[config.mk]
export PLATFORM = sky130hd
export DESIGN_NAME = writer_flat
export DESIGN_NICKNAME = d
export VERILOG_FILES = /design/src/rtl/writer_if.sv /design/src/rtl/writer.sv /design/src/flat_wrapper.sv
export SDC_FILE = /design/constraint.sdc
export NUM_CORES = 1
export LEC_CHECK = 0
export ABC_CLOCK_PERIOD_IN_PS = 3800
export BUFFER_PORTS_ARGS = -buffer_cell sky130_fd_sc_hd__buf_2
export CORE_MARGIN = 4
export CORE_UTILIZATION = 32
export CTS_BUF_LIST = sky130_fd_sc_hd__clkbuf_4
export CTS_CLUSTER_SIZE = 14
export DETAILED_ROUTE_END_ITERATION = 16
export SETUP_SLACK_MARGIN = 0.2
export SYNTH_ARGS = -nofsm -noshare
export SYNTH_HDL_FRONTEND = slang
export SYNTH_SLANG_ARGS = --single-unit
[constraint.sdc]
create_clock -name clk -period 3.8 [get_ports clk]
set_input_delay 0.19 -clock clk [delete_from_list [all_inputs] [get_ports clk]]
set_output_delay 0.19 -clock clk [all_outputs]
set_load 0.02 [all_outputs]
[src/rtl/writer_if.sv]
// Handshake and serial-output bundle for the writer parallel-to-serial stage.
// The master side loads words; the slave side is the writer itself.
interface writer_if #(
    parameter int width = 32
);
    logic             start;
    logic [width-1:0] din;
    logic             hold;
    logic             so;
    logic             shift_en;
    logic             busy;
    logic             done;

    modport master (
        output start, din, hold,
        input  so, shift_en, busy, done
    );

    modport slave (
        input  start, din, hold,
        output so, shift_en, busy, done
    );
endinterface

[src/rtl/writer.sv]
// Parallel-in, serial-out stage: loads one word on start and streams it MSB-first
// with a shift_en strobe for the downstream reader; supports stalls and abort.
module writer #(
    parameter int width = 32
) (
    input  logic     clk,
    input  logic     clear,
    writer_if.slave  bus
);
    localparam int CW = $clog2(width + 1);

    typedef enum logic {
        IDLE,
        SHIFT
    } state_t;

    state_t           state_reg;
    logic [width-1:0] data_reg;
    logic [CW-1:0]    count_reg;
    logic             done_reg;

    // busy and done come straight from flops; only shift_en depends on hold.
    assign bus.busy     = (state_reg == SHIFT);
    assign bus.shift_en = (state_reg == SHIFT) && !bus.hold;
    assign bus.so       = data_reg[width-1];
    assign bus.done     = done_reg;

    always_ff @(posedge clk or posedge clear) begin
        if (clear) begin
            state_reg <= IDLE;
            data_reg  <= '0;
            count_reg <= '0;
            done_reg  <= 1'b0;
        end else begin
            done_reg <= 1'b0;
            case (state_reg)
                IDLE: begin
                    if (bus.start) begin
                        data_reg  <= bus.din;
                        count_reg <= CW'(width);
                        state_reg <= SHIFT;
                    end
                end
                SHIFT: begin
                    if (!bus.hold) begin
                        // Zero-fill so so reads 0 once the frame has drained.
                        data_reg  <= {data_reg[width-2:0], 1'b0};
                        count_reg <= count_reg - 1'b1;
                        if (count_reg == CW'(1)) begin
                            state_reg <= IDLE;
                            done_reg  <= 1'b1;
                        end
                    end
                end
                default: state_reg <= IDLE;
            endcase
        end
    end
endmodule

[src/flat_wrapper.sv]
// flat-port wrapper written by rule: the top's interface ports become plain ports
module writer_flat 
#(
    parameter int width = 32
)
  (clk, clear, bus_start, bus_din, bus_hold, bus_so, bus_shift_en, bus_busy, bus_done);
  writer_if #(.width(width)) bus_i ();
  input  logic clk;
  input  logic clear;
  input wire logic [$bits(bus_i.start)-1:0] bus_start;
  input wire logic [$bits(bus_i.din)-1:0] bus_din;
  input wire logic [$bits(bus_i.hold)-1:0] bus_hold;
  output wire logic [$bits(bus_i.so)-1:0] bus_so;
  output wire logic [$bits(bus_i.shift_en)-1:0] bus_shift_en;
  output wire logic [$bits(bus_i.busy)-1:0] bus_busy;
  output wire logic [$bits(bus_i.done)-1:0] bus_done;
  assign bus_i.start = bus_start;
  assign bus_i.din = bus_din;
  assign bus_i.hold = bus_hold;
  assign bus_so = bus_i.so;
  assign bus_shift_en = bus_i.shift_en;
  assign bus_busy = bus_i.busy;
  assign bus_done = bus_i.done;
  writer #(.width(width)) u_core (.clk(clk), .clear(clear), .bus(bus_i));
endmodule
# Yosys cells after proc, flatten, opt, wreduce, memory -nomap -nowiden
# Index checks and enable logic that the tools add are counted.
word_totals:
  regBits: 40
  word_cells: 25
  out_inout_bits: 4
classes:
  n_reduce_logical: 3
  n_bitwise: 1
  muxes: 13
  add_sub_neg: 1
  n_eq_ne: 3
op_table:
  columns: ["op", "n"]
  rows:
  - ["32-bit 2-to-1 mux", 2]
  - ["32-bit case mux with 2 select lines", 1]
  - ["6-bit 2-to-1 mux", 2]
  - ["6-bit case mux with 2 select lines", 1]
  - ["6-bit by 1-bit equality test with 1-bit output, second input constant", 1]
  - ["1-bit 2-to-1 mux", 6]
  - ["6-bit by 1-bit subtractor with 6-bit output, second input constant", 1]
  - ["2-bit != test, second input constant", 2]
  - ["1-bit case mux with 2 select lines", 1]
  - ["2-bit AND reduction", 1]
  - ["1-bit logical AND", 1]
  - ["1-bit logical NOT", 1]
  - ["1-bit inverter", 1]

# Logic depth before layout (Yosys ltp)
# Gate-level depths: netlist of run 1.
logic_depth:
  word_depth: 4
  depth_mapped: 6

# Worst setup path after synthesis of run 1
# Ideal clock, no wire load.
synth_path:
  path_kind: "reg-to-output"
  from: "register u_core.state_reg, in the netlist u_core.bus.busy"
  to: "output port bus_shift_en"
  n_path_buf: 3
  path_slack_ps: 2343
  stages_incl_launch_ff: 6
  arrival_time_ps: 1267
  required_ps: 3610
  path_cell_list: "dfrtp_1 > buf_6 > nand2b_1 > buf_2 > buf_1 > inv_1"
synth_between:
  elab_chain_len: 1
synth_lines:
  columns: ["element", "line_no", "rtl"]
  rows:
  - ["start: declaration", "writer.sv:17", "state_t state_reg;"]
  - ["start signal: assignment", "writer.sv:30", "state_reg <= IDLE;"]
  - ["start signal: assignment", "writer.sv:41", "state_reg <= SHIFT;"]
  - ["start signal: assignment", "writer.sv:50", "state_reg <= IDLE;"]
  - ["1-bit logical AND", "writer.sv:24", "assign bus.shift_en = (state_reg == SHIFT) && !bus.hold;"]
  - ["end: declaration", "flat_wrapper.sv:14", "output wire logic [$bits(bus_i.shift_en)-1:0] bus_shift_en;"]
# No other way between the ends.

# Worst setup path in the final report of run 1
# Same ends and word-level chain as after synthesis.

==> metrics.yaml, run 1 <==
outcome:
  status: "complete, no violations"
die:
  start_util: 0.339
  die_h_um: 85.5
  die_area_sq_mm: 0.00731
  io-pin-count: 40
  row_count: 27
  core_area_sq_mm: 0.00568
  dieWidth_um: 85.5
detailed_routing:
  drc: 0
  routed.top_layer: "met4"
  wl_per_cell_um: 14.8
  drt-met1-wl_mm: 2.05
  vias: 1427
  ant_nets: 0
  dr.pass1.iters: 4
  vias_per_cell: 4.97
  drt_iter0_drc: 113
  wl_met3_um: 205
  met2WireLength_mm: 1.94
  routed_wl_mm: 4.24
place:
  dp_hpwl_mm: 2.83
  io_buffers: 39
  gp_congestion: 0.714
clocking:
  cts_root_buf: "clkbuf_4"
  numCtsBuffers: 5
  numClockSinks: 40
  clk_path_buf_depth: 2
  h-tree-depth: 2
  cts_tree: "done"
  clk_latency_ns: 0.36
  clk_pin_slew_ns: 0.12
  ctsResizeCount: 0
yosys:
  syn_nets: 216
  ys_ff_latch: 40
  synth_top_family_by_area: "multiplexers"
  seq_area_frac_synth: 0.520
  post_synth_xor_area_fraction: 0
  syn_area_sq_mm: 0.00192
  synth_compound_area_frac: 0.102
  synth_mux_area_frac: 0.172
  ys_warn_count: 0
  synthCells: 178
  synth_cell_types: 24
  avgSynthCellArea_sq_um: 10.8
  synthAdderAreaFrac: 0.0130
  yosys.area_share.simple: 0.134
sta:
  period_share: 0.549
  fmax_mhz: 480
  period_minus_slack_ns: 2.08
  grt_setup_unrepaired: "false"
  max_slew_margin: 0.436
  setup_viol: 0
  hold_viol_final: 0
  fin_tns_setup_ns: 0
  drv_slew: 0
  worst_pin_slew_ns: 0.844
  clock_skew_ns: 0.0166
setup_path:
  r2r_start: "u_core.bus.busy$_DFF_PP0_"
  slowest_delay_ns: 0.52
  critPathTopFamily: "buffers and inverters"
  cp-end-kind: "primary output"
  cpMaxStageDelayCell: "nand2b_1"
  cp.buffers_inverters: 3
  worstPathArrival_ns: 1.89
  path_depth: 4
  crit_end: "bus_shift_en"
  critPathKind: "flop to primary output"
  cp.required_ns: 3.61
  worstPathCellList: "nand2b_1 -> buf_4 -> inv_1 -> buf_2"
  critPathLaunchType: "flop"
  path_max_fanout: 19
  reg2reg_depth: 4
  r2r_setup_slack_ns: 2.00
  r2r-end: "u_core.data_reg[21]$_DFFE_PP0P_"
  worstSetupStartpoint: "u_core.bus.busy$_DFF_PP0_"
layout:
  diodes: 0
  nets: 252
  area_growth_pct: 16.1
  fillers: 599
  mostFrequentLayoutCells: "buf_2 (39), dfrtp_1 (39), mux2i_1 (33), nand3_1 (33), o21ai_1 (29)"
  largest_reg_flops: 32
  drive_gt1_frac: 0.256
global_routing:
  grt_pass1_wl_mm: 7.27
  antenna_found_initial: 0
  grt.total_usage: 0.123
  grt_pass1_vias: 1543
  grt-ovfl-total: 0
  grt_max_degree: 34
power:
  p_total_mw: 1.33
  leakage_nw: 1.21
  p_per_area_mw_per_mm2: 597
  peakVddDrop_v: 0.000185
min_path:
  min_path_type: "input pin to flop"
flow_run:
  cap_violations: 0
## layout make-up
type | count | area, sq um | area share
clock inverter | 3 | 42.5 | 0.0191
clock buffer | 5 | 37.5 | 0.0168
sequential | 40 | 1000 | 0.449
multi-input combinational | 119 | 810 | 0.363
timing repair buffer | 44 | 235 | 0.105
tap | 72 | 90.1 | 0.0404
inverter | 4 | 15.0 | 0.00673
## synthesized netlist by cell type
cell type	instances	area (sq um)
nor2_1	2	7.51
buf_1	2	7.51
inv_1	4	15.0
mux2i_1	33	330
nand3b_1	1	7.51
nand2_1	3	11.3
buf_2	9	45.0
and2_4	1	8.76
o21ai_1	29	145
a31oi_1	1	6.26
a22o_1	1	8.76
nor2b_1	1	6.26
nand3_1	33	165
o2bb2ai_1	1	8.76
and4bb_2	1	12.5
nand2b_1	2	12.5
dfrtp_1	40	1000
nor3_1	1	5.00
ha_1	2	25.0
buf_6	4	45.0
nor4b_2	1	15.0
a211oi_1	1	7.51
nor4_1	1	6.26
o21ai_0	4	20.0
## cells by family after synthesis
| group | after synthesis |
|---|---|
| AO/OA/AOI/OAI | 37 |
| adder cells (fa/ha/maj) | 2 |
| buffers and inverters | 19 |
| flip-flops | 40 |
| multiplexers | 33 |
| AND/OR/NAND/NOR | 47 |
## through the flow
step / std cells / utilization / hold slack (ns) / setup WS, ns / area, sq um
2_1_floorplan: 178 / - / 0.315 / 2.34 / 1920
3_3_place_gp: 278 / 0.377 / 0.390 / 2.04 / 2140
6_report: 287 / 0.393 / 0.0825 / 1.72 / 2230
4_1_cts: 287 / 0.393 / 0.0670 / 1.69 / 2230
5_1_grt: 287 / 0.393 / 0.0586 / 1.54 / 2230
3_5_place_dp: 278 / 0.377 / 0.405 / 2.01 / 2140
## how the worst min path moves through the flow
| stage | startpoint | slack, ns | cells after the start | end |
|---|---|---|---|---|
| 6_report | bus_din[0] | 0.08 | 2 | u_core.data_reg[0]$_DFFE_PP0P_ |
| 5_1_grt | bus_din[0] | 0.06 | 2 | u_core.data_reg[0]$_DFFE_PP0P_ |
| 4_1_cts | bus_din[0] | 0.07 | 2 | u_core.data_reg[0]$_DFFE_PP0P_ |
| 3_5_place_dp | clear | 0.40 | 2 | u_core.data_reg[5]$_DFFE_PP0P_ |
| 3_3_place_gp | clear | 0.39 | 2 | u_core.data_reg[5]$_DFFE_PP0P_ |
| 2_1_floorplan | bus_start | 0.31 | 2 | u_core.bus.busy$_DFF_PP0_ |
## what timing repair did
item,CTS,global route
endpoints found under the hold margin,10,0
setup buffers,0,0
hold buffers,1,0
## power by group
group          switching, mW  internal (mW)  leakage (nW)
Clock                  0.149          0.137        0.0412
Sequential            0.0997          0.585         0.526
Combinational          0.191          0.171         0.640
Total                  0.439          0.893          1.21
## metal layers
layer  track usage  up-vias
met5             0        -
met4        0.0302        0
met3        0.0384        5
met2         0.194       29
met1         0.164      683
li1              -      710
Note: power is estimated with default switching activity, not from simulation.
==> run 2: changes to the inputs <==
ABC_AREA = 1   (was not set)
ABC_CLOCK_PERIOD_IN_PS = 1900   (was 3800)
clock period = 1.9 ns   (was 3.8 ns; I/O delays follow)
==> run 2 against run 1 <==
Effect of this change:
- critical path depth fell by 2
- sequential power is 97% higher
- first-iteration DRC count is 15% lower
- critical path type unchanged
- critical endpoint is now bus_busy
==> metrics.yaml, run 2 <==
detailed_routing:
  routed_wl_mm: 4.19  # -1.1%
  wl_per_cell_um: 11.5  # -22%
  ant_nets: 0  # unchanged
  drc: 0  # unchanged
  vias: 1630  # +14%
  drt_iter0_drc: 96  # -15%
  dr.pass1.iters: 4  # unchanged
  vias_per_cell: 4.49  # -9.7%
global_routing:
  grt_pass1_wl_mm: 7.18  # -1.3%
  grt_pass1_vias: 1567  # +1.6%
  grt-ovfl-total: 0  # unchanged
  grt.total_usage: 0.127  # +0.00444
  antenna_found_initial: 0  # unchanged
  grt_max_degree: 62  # +82%
yosys:
  ys_ff_latch: 40  # unchanged
  synth-main-ff-cell: "dfrtp_1"
  synth_cell_types: 20  # -17%
  synthCells: 221  # +24%
  synth_top_area_cell: "dfrtp_1"
  synth-edff-count: 0  # unchanged
  syn_nets: 259  # +20%
  synth_most_common_cell: "nand2_1"
  synth_area_leaders: "dfrtp_1 (54%), nand2_1 (14%), a31oi_1 (10%)"
  ys_warn_count: 0  # unchanged
  avgSynthCellArea_sq_um: 8.38  # -22%
  synth_top_area_frac: 0.540  # +0.0197
  synthTopCellsByCount: "nand2_1 (70), dfrtp_1 (40), nor2_1 (39)"
  ys_async_sr_fraction: 1.00  # unchanged
  seq_area_frac_synth: 0.540  # +0.0197
  syn_area_sq_mm: 0.00185  # -3.6%
sta:
  fin_ws_ns: 0.396  # -1.32 ns
  period_share: 0.792
  worst_pin_slew_ns: 0.502  # -0.342 ns
  drv_slew: 0  # unchanged
  period_minus_slack_ns: 1.50
  setup_viol: 0  # unchanged
  fmax_mhz: 665
  max_slew_margin: 0.665  # +0.229
  clock_skew_ns: 0.0122  # -0.00440 ns
  grt_setup_unrepaired: "false"
  hold_viol_final: 0  # unchanged
  fin_tns_setup_ns: 0  # unchanged
clocking:
  ctsResizeCount: 0  # unchanged
  numCtsBuffers: 5  # unchanged
  clk_pin_slew_ns: 0.11  # about the same
  h-tree-depth: 2  # unchanged
  clk_latency_ns: 0.35  # about the same
  clk_path_buf_depth: 2  # unchanged
  cts_root_buf: "clkbuf_4"
  numClockSinks: 40  # unchanged
  cts_tree: "done"
power:
  clock_power_share: 0.192  # -0.023
  combPwrFrac: 0.330  # +0.059
  p_seq_frac: 0.478  # -0.036
  p_switching_mw: 0.983  # +120%
  p_per_area_mw_per_mm2: 1140  # +90%
  p_int_mw: 1.85  # +110%
  p_sw_frac: 0.347  # +0.0173
  peakVddDrop_v: 0.000464  # +150%
  leakage_nw: 1.18  # -2.6%
layout:
  diodes: 0  # unchanged
  mostFrequentLayoutCells: "nand2_1 (70), dfrtp_1 (40), nor2_1 (39), buf_2 (39), dlygate4sd3_1 (33)"
  multiInputGateArea_sq_um: 726  # -10%
  area_growth_pct: 34.5
  seqCellArea_sq_mm: 0.00100  # -0.12%
  largest_reg_flops: 32  # unchanged
  fin_util: 0.447  # +0.0538
  drive_gt1_frac: 0.189  # -0.0668
  final_common_cell: "nand2_1"
  fillers: 579  # -3.3%
  fin_area_sq_mm: 0.00249  # +12%
  nets: 328  # +30%
die:
  start_util: 0.332  # -0.00641
  core_area_sq_mm: 0.00557  # -1.8%
  die_area_sq_mm: 0.00707  # -3.3%
  io-pin-count: 40  # unchanged
  die_h_um: 84.1  # -1.7%
  row_count: 27  # unchanged
  dieWidth_um: 84.1  # -1.7%
setup_path:
  critPathLaunchType: "flop"
  r2r_setup_slack_ns: 0.57  # -1.43 ns
  slowest_delay_ns: 0.45  # -0.07 ns
  cp.required_ns: 1.80  # -1.81 ns
  cpMaxStageDelayCell: "dfrtp_1"
  critPathKind: "flop to primary output"
  worstPathArrival_ns: 1.41  # -0.48 ns
  worstPathCellList: "buf_4 -> buf_2"
  path_max_fanout: 33  # +14
  cp-end-kind: "primary output"
place:
  placed_area_sq_mm: 0.00209  # -2.6%
  dpl_worst_slack_ns: 0.593  # -1.41 ns
  gp_congestion: 0.793  # +11%
  dp_hpwl_mm: 2.64  # -7.0%
  io_buffers: 39  # unchanged
outcome:
  status: "complete, no violations"
flow_run:
  cap_violations: 0  # unchanged
min_path:
  min_path_type: "input pin to flop"
## run 2: changes by cell type after synthesis, moves of 4 or more
cell,previous run,this run
nand2_1,3,70
o21ai_1,29,2
a31oi_1,1,31
buf_2,9,3
nand3_1,33,6
nor2_1,2,39
o21ai_0,4,0
clkbuf_1,0,6
mux2i_1,33,0
## run 2: cells by family after synthesis
| kind of cell | count (synthesis) | share of synthesized area |
|---|---|---|
| buf+inv | 22 | 0.0682 |
| fa+ha+maj | 2 | 0.0135 |
| flops | 40 | 0.540 |
| simple gates | 121 | 0.259 |
| compound gates | 36 | 0.120 |
## run 2: power groups by stage
stage	clock, mW	combinational [mW]	sequential, mW
after floorplan	0	0.713	1.34
after CTS	0.568	0.938	1.36
after global routing	0.613	1.07	1.40
after global placement	0	0.869	1.37
final	0.543	0.933	1.35
after detailed placement	0	0.888	1.37
## run 2: worst max-delay path: cells and delay by family (launching register included)
kind	cells	cell delay, ns
buf+inv	2	0.60
flops	1	0.45
## run 2: through the flow
step	instances	hold slack, ns	total power [mW]
CTS	360	0.00171	2.86
finish	363	0.0379	2.83
global route	363	0.0327	3.07
detailed placement	322	0.252	2.26
floorplan	221	0.233	2.05
global placement	322	0.251	2.24
## run 2: repair_timing
action	in CTS	in global routing
buffers inserted	0	0
hold buffers	30	3
endpoints found under the hold margin	69	3
## run 2: path summary, 6_finish.rpt
kind | from | endpoint | depth (start not counted)
setup / recovery | u_core.bus.busy$_DFF_PP0_ | bus_busy | 2
min in group asynchronous | clear | u_core.data_reg[10]$_DFFE_PP0P_ | 4
max in group asynchronous | clear | u_core.count_reg[0]$_DFFE_PP0P_ | 4
setup reg to reg | u_core.bus.busy$_DFF_PP0_ | u_core.data_reg[19]$_DFFE_PP0P_ | 5
hold reg to reg | u_core.count_reg[5]$_DFFE_PP0P_ | u_core.count_reg[5]$_DFFE_PP0P_ | 2
hold / removal | bus_start | u_core.bus.busy$_DFF_PP0_ | 3
## run 2: layer usage
layer	global-route usage	share of wire
met1	0.172	0.50
met2	0.189	0.44
met3	0.0267	0.042
met4	0.0702	0.023
met5	0	0
## run 2: cell type report
type                       count  share of cell area
sequential                    40               0.402
timing repair buffer          76               0.228
clock inverter                 3              0.0151
clock buffer                   5              0.0151
inverter                       8              0.0131
tap                           72              0.0361
multi-input combinational    159               0.291
